$ cat src/rtl/piso_sipo_pkg.sv
// Shared definitions for the PISO/SIPO pair so that loopback widths and
// buffer state encodings agree between transmitter and receiver.
package piso_sipo_pkg;

    localparam int unsigned DEFAULT_DATA_WIDTH = 8;

    typedef enum logic {BUF_EMPTY, BUF_FULL} buf_state_t;

    function automatic int unsigned cnt_w(input int unsigned width);
        return $clog2(width);
    endfunction

endpackage

$ cat src/rtl/sipo_out_buf.sv
// One-entry valid/ready output register for the deserializer. A push that
// arrives while full and not being drained is dropped and flagged.
module sipo_out_buf
    import piso_sipo_pkg::*;
#(
    parameter int unsigned DATA_WIDTH = DEFAULT_DATA_WIDTH
) (
    input  logic                  clk,
    input  logic                  rstn,
    input  logic                  push,
    input  logic [DATA_WIDTH-1:0] push_data,
    input  logic                  out_ready,
    output logic                  out_valid,
    output logic [DATA_WIDTH-1:0] parallel_out,
    output logic                  drop
);

    buf_state_t            state_q, state_d;
    logic [DATA_WIDTH-1:0] data_q, data_d;

    always_ff @(posedge clk) begin
        if (!rstn) begin
            state_q <= BUF_EMPTY;
            data_q  <= '0;
        end else begin
            state_q <= state_d;
            data_q  <= data_d;
        end
    end

    always_comb begin
        state_d = state_q;
        data_d  = data_q;
        drop    = 1'b0;
        unique case (state_q)
            BUF_EMPTY: begin
                if (push) begin
                    data_d  = push_data;
                    state_d = BUF_FULL;
                end
            end
            BUF_FULL: begin
                if (out_ready) begin
                    // Drain and refill in one cycle keeps back-to-back words gapless.
                    if (push) begin
                        data_d = push_data;
                    end else begin
                        state_d = BUF_EMPTY;
                    end
                end else if (push) begin
                    drop = 1'b1;
                end
            end
            default: state_d = BUF_EMPTY;
        endcase
    end

    assign out_valid    = (state_q == BUF_FULL);
    assign parallel_out = data_q;

endmodule

$ cat src/rtl/sipo_deser.sv
// Serial-in, parallel-out deserializer: MSB-first word assembly with explicit
// sync alignment, a one-entry output buffer and a sticky overrun flag.
module sipo_deser
    import piso_sipo_pkg::*;
#(
    parameter int unsigned DATA_WIDTH = DEFAULT_DATA_WIDTH
) (
    input  logic                          clk,
    input  logic                          rstn,
    input  logic                          shift_en,
    input  logic                          serial_in,
    input  logic                          sync,
    input  logic                          out_ready,
    output logic                          out_valid,
    output logic [DATA_WIDTH-1:0]         parallel_out,
    output logic                          overrun,
    input  logic                          ovr_clr,
    output logic [$clog2(DATA_WIDTH)-1:0] bit_cnt
);

    localparam int unsigned CNT_W = cnt_w(DATA_WIDTH);

    logic [DATA_WIDTH-1:0] shift_q, shift_d;
    logic [CNT_W-1:0]      cnt_q, cnt_d;
    logic                  ovr_q, ovr_d;
    logic [DATA_WIDTH-1:0] word;
    logic                  last_bit;
    logic                  complete;
    logic                  drop;

    assign word     = {shift_q[DATA_WIDTH-2:0], serial_in};
    assign last_bit = (cnt_q == CNT_W'(DATA_WIDTH - 1));
    // A sync on the last bit position starts a new word instead of completing the old one.
    assign complete = shift_en && last_bit && !sync;

    always_comb begin
        shift_d = shift_en ? word : shift_q;
        cnt_d   = cnt_q;
        if (sync) begin
            cnt_d = shift_en ? CNT_W'(1) : '0;
        end else if (shift_en) begin
            cnt_d = last_bit ? '0 : cnt_q + CNT_W'(1);
        end
        ovr_d = ovr_q;
        if (drop) begin
            ovr_d = 1'b1;
        end else if (ovr_clr) begin
            ovr_d = 1'b0;
        end
    end

    always_ff @(posedge clk) begin
        if (!rstn) begin
            shift_q <= '0;
            cnt_q   <= '0;
            ovr_q   <= 1'b0;
        end else begin
            shift_q <= shift_d;
            cnt_q   <= cnt_d;
            ovr_q   <= ovr_d;
        end
    end

    sipo_out_buf #(
        .DATA_WIDTH (DATA_WIDTH)
    ) u_out_buf (
        .clk          (clk),
        .rstn         (rstn),
        .push         (complete),
        .push_data    (word),
        .out_ready    (out_ready),
        .out_valid    (out_valid),
        .parallel_out (parallel_out),
        .drop         (drop)
    );

    assign overrun = ovr_q;
    assign bit_cnt = cnt_q;

endmodule

$ cat config.mk
export PLATFORM = sky130hd
export DESIGN_NAME = sipo_deser
export DESIGN_NICKNAME = d
export VERILOG_FILES = /design/src/rtl/piso_sipo_pkg.sv /design/src/rtl/sipo_out_buf.sv /design/src/rtl/sipo_deser.sv
export SDC_FILE = /design/constraint.sdc
export NUM_CORES = 1
export LEC_CHECK = 0
export CORE_UTILIZATION = 51
export DETAILED_ROUTE_END_ITERATION = 8
export PLACE_DENSITY = 0.81
export SKIP_CTS_REPAIR_TIMING = 1
export SLEW_MARGIN = 20
export SYNTH_ARGS = -nofsm -noshare
export SYNTH_HDL_FRONTEND = slang
export SYNTH_SLANG_ARGS = --single-unit
export TNS_END_PERCENT = 5
$ cat constraint.sdc
create_clock -name clk -period 3.4 [get_ports clk]
set_input_delay 0.51 -clock clk [delete_from_list [all_inputs] [get_ports clk]]
set_output_delay 0.51 -clock clk [all_outputs]
set_load 0.02 [all_outputs]
==> metrics.txt <==
initial antenna violation count 0; # H-tree levels 1; final setup margin 1.50 ns; Max Slew Vio Count 0; total track usage 15.3%; Final Hold Vio Count 0; mean post-synth cell area 10.6 um2; Yosys reg bits 20; vias in the first global route 490; clock latency on the worst-skew pair 0.30 ns; largest net degree at the start of global routing 28; Post-Synthesis Cells 81; clock tree root driver cell clkbuf_4; Max clock buf depth 2; maximum fanout along the worst path 12; vias per std cell 4.98; f_max 527 MHz; clk_skew 0.00295 ns; Initial Util 55.5%; vias 573; wire per inst 11.6 um; Num Clock Sinks 20; crit path DAT 2.13 ns; die height 43.0 um; leakage power 0.000412 uW; die area 0.00185 mm2; clock slew at reported path FFs 0.11 ns; layout cells sized above 1 7.07%; WP data required 3.63 ns; most frequent cells in the layout 20 x dfxtp_1, 19 x clkdlybuf4s50_1, 17 x mux2i_1; Port Buffers 19; overall routed net length 1.33 mm; unrepaired setup endpoints after global routing false; post-DP HPWL 908 um; Syn Std Cell Area 856 um2; RR Endpoint u_out_buf.parallel_out[7]; initial DRC count 2; Detail Route Antenna Nets 0; final worst path period need 1.90 ns; Total Nets Final 109; CP startpoint shift_en; status finished clean; Tcrit/Tclk final 55.8%; synthesis-to-layout area growth 23.4%; reg-to-reg slack, setup 1.87 ns; core area 0.00154 mm2; drt first pass iters 2; Distinct cells, synth 20; Tightest Hold Check Type reg2reg; Crit-path slowest cell clkdlybuf4s50_1; RR Startpoint bit_cnt[0]; max cap viols 0; Crit Path Category in2reg; commonest non-fill, non-tap cell in the layout dfxtp_1; antenna diode count 0; TritonCTS Buffers 3; startpoint types input port; register area share after synthesis 46.8%; peak supply drop 0.291 mV; Finished Core Util 68.5%; DP Cell Count 111; remaining global-route overflow 0; Worst path max stage delay 0.89 ns; TritonCTS clock tree built; setup TNS 0 ns; yosys warns 0; first-pass GRT wire length 2.06 mm; crit path to u_out_buf.parallel_out[7]; Final Setup Violations 0; I/O pin count 20; drt drc 0; crit-path cells clkdlybuf4s50_1 -> nand3b_4 -> nor2b_4 -> mux2i_1; RePlAce Congestion 0.651; Layout Cells excl Fill 115; syn nets 90; worst-margin pin slew 0.792 ns; worst reg2reg path depth 5; Power Dens Cells 386 mW/mm2; CP Capture Type flop; pre-CTS WS 1.18 ns; Rel. slew slack 47.0%; width of the die 43.0 um; row count 14
-- kinds of logic after synthesis --
family          count (synthesis)  synth area share (%)
compound gates                  4                  3.07
fa+ha+maj                       2                  2.92
buf+inv                         6                  5.85
flops                          20                  46.8
mux                            17                  19.9
simple gates                   32                  21.5
-- synth_stat cells --
master    instances  share of area, %
nand2_1          16               7.0
mux2i_1          17                20
dfxtp_1          20                47
a21boi_0          1              0.88
nand2b_1          1              0.73
nand3b_4          1               2.3
a21boi_1          1              0.88
o22ai_1           1              0.73
nor2_1            3               1.3
o21ai_0           1              0.58
and2_1            1              0.73
nor2b_1           7               5.1
buf_12            1               2.3
nor2b_4           1               1.6
buf_2             3               1.8
ha_1              2               2.9
buf_6             1               1.3
or3b_1            1               1.0
nand2b_4          1               1.6
inv_1             1              0.44
-- state kept, by name, indices dropped and copies added (netlist names) --
signal	count
overrun	1
shift_q	7
bit_cnt	3
u_out_buf.out_valid	1
u_out_buf.parallel_out	8
-- through the flow --
step | cell area (um2) | hold slack [ns] | power [uW]
3_3_place_gp | 1020 | 0.443 | 272
4_1_cts | 1060 | 0.468 | 412
2_1_floorplan | 856 | 0.437 | 262
6_report | 1060 | 0.463 | 407
5_1_grt | 1060 | 0.491 | 419
3_5_place_dp | 1020 | 0.446 | 273
-- worst max-delay path, delay by kind of cell --
kind                   cells  cell delay [ns]
buffers and inverters      1             0.89
muxes                      1             0.25
and+or+nand+nor            2             0.48
-- power by group --
part / leakage [uW] / total, uW / internal (uW) / switching (uW)
Combinational: 0.000229 / 28.4 / 15.7 / 12.7
Sequential: 0.000162 / 239 / 237 / 2.12
Clock: 0.0000210 / 140 / 65.4 / 74.8
Total: 0.000412 / 407 / 318 / 89.6
-- area by class of cell --
class | count | area (um2)
timing repair buffer | 19 | 190
clock buffer | 4 | 36.3
multi-input combinational | 55 | 405
inverter | 1 | 3.75
fill | 124 | 485
sequential | 20 | 400
tap | 16 | 20.0
-- layer usage --
metal	global-route usage (%)	routed length [um]	vias to the layer above
li1	-	-	303
met1	18.9	654	254
met2	23.0	589	14
met3	5.11	58	2
met4	9.09	32	0
met5	0	0	-
-- worst min path at each step --
stage                              startpoint                         to  slack (ns)  cells past startpoint
finish              u_out_buf.parallel_out[4]  u_out_buf.parallel_out[4]        0.46                      2
global placement    u_out_buf.parallel_out[2]  u_out_buf.parallel_out[2]        0.44                      2
detailed placement  u_out_buf.parallel_out[0]  u_out_buf.parallel_out[0]        0.45                      2
CTS                 u_out_buf.parallel_out[4]  u_out_buf.parallel_out[4]        0.47                      2
floorplan                          shift_q[6]  u_out_buf.parallel_out[7]        0.44                      2
global route        u_out_buf.parallel_out[2]  u_out_buf.parallel_out[2]        0.49                      2
No activity file was read; power rests on OpenSTA's default activity.
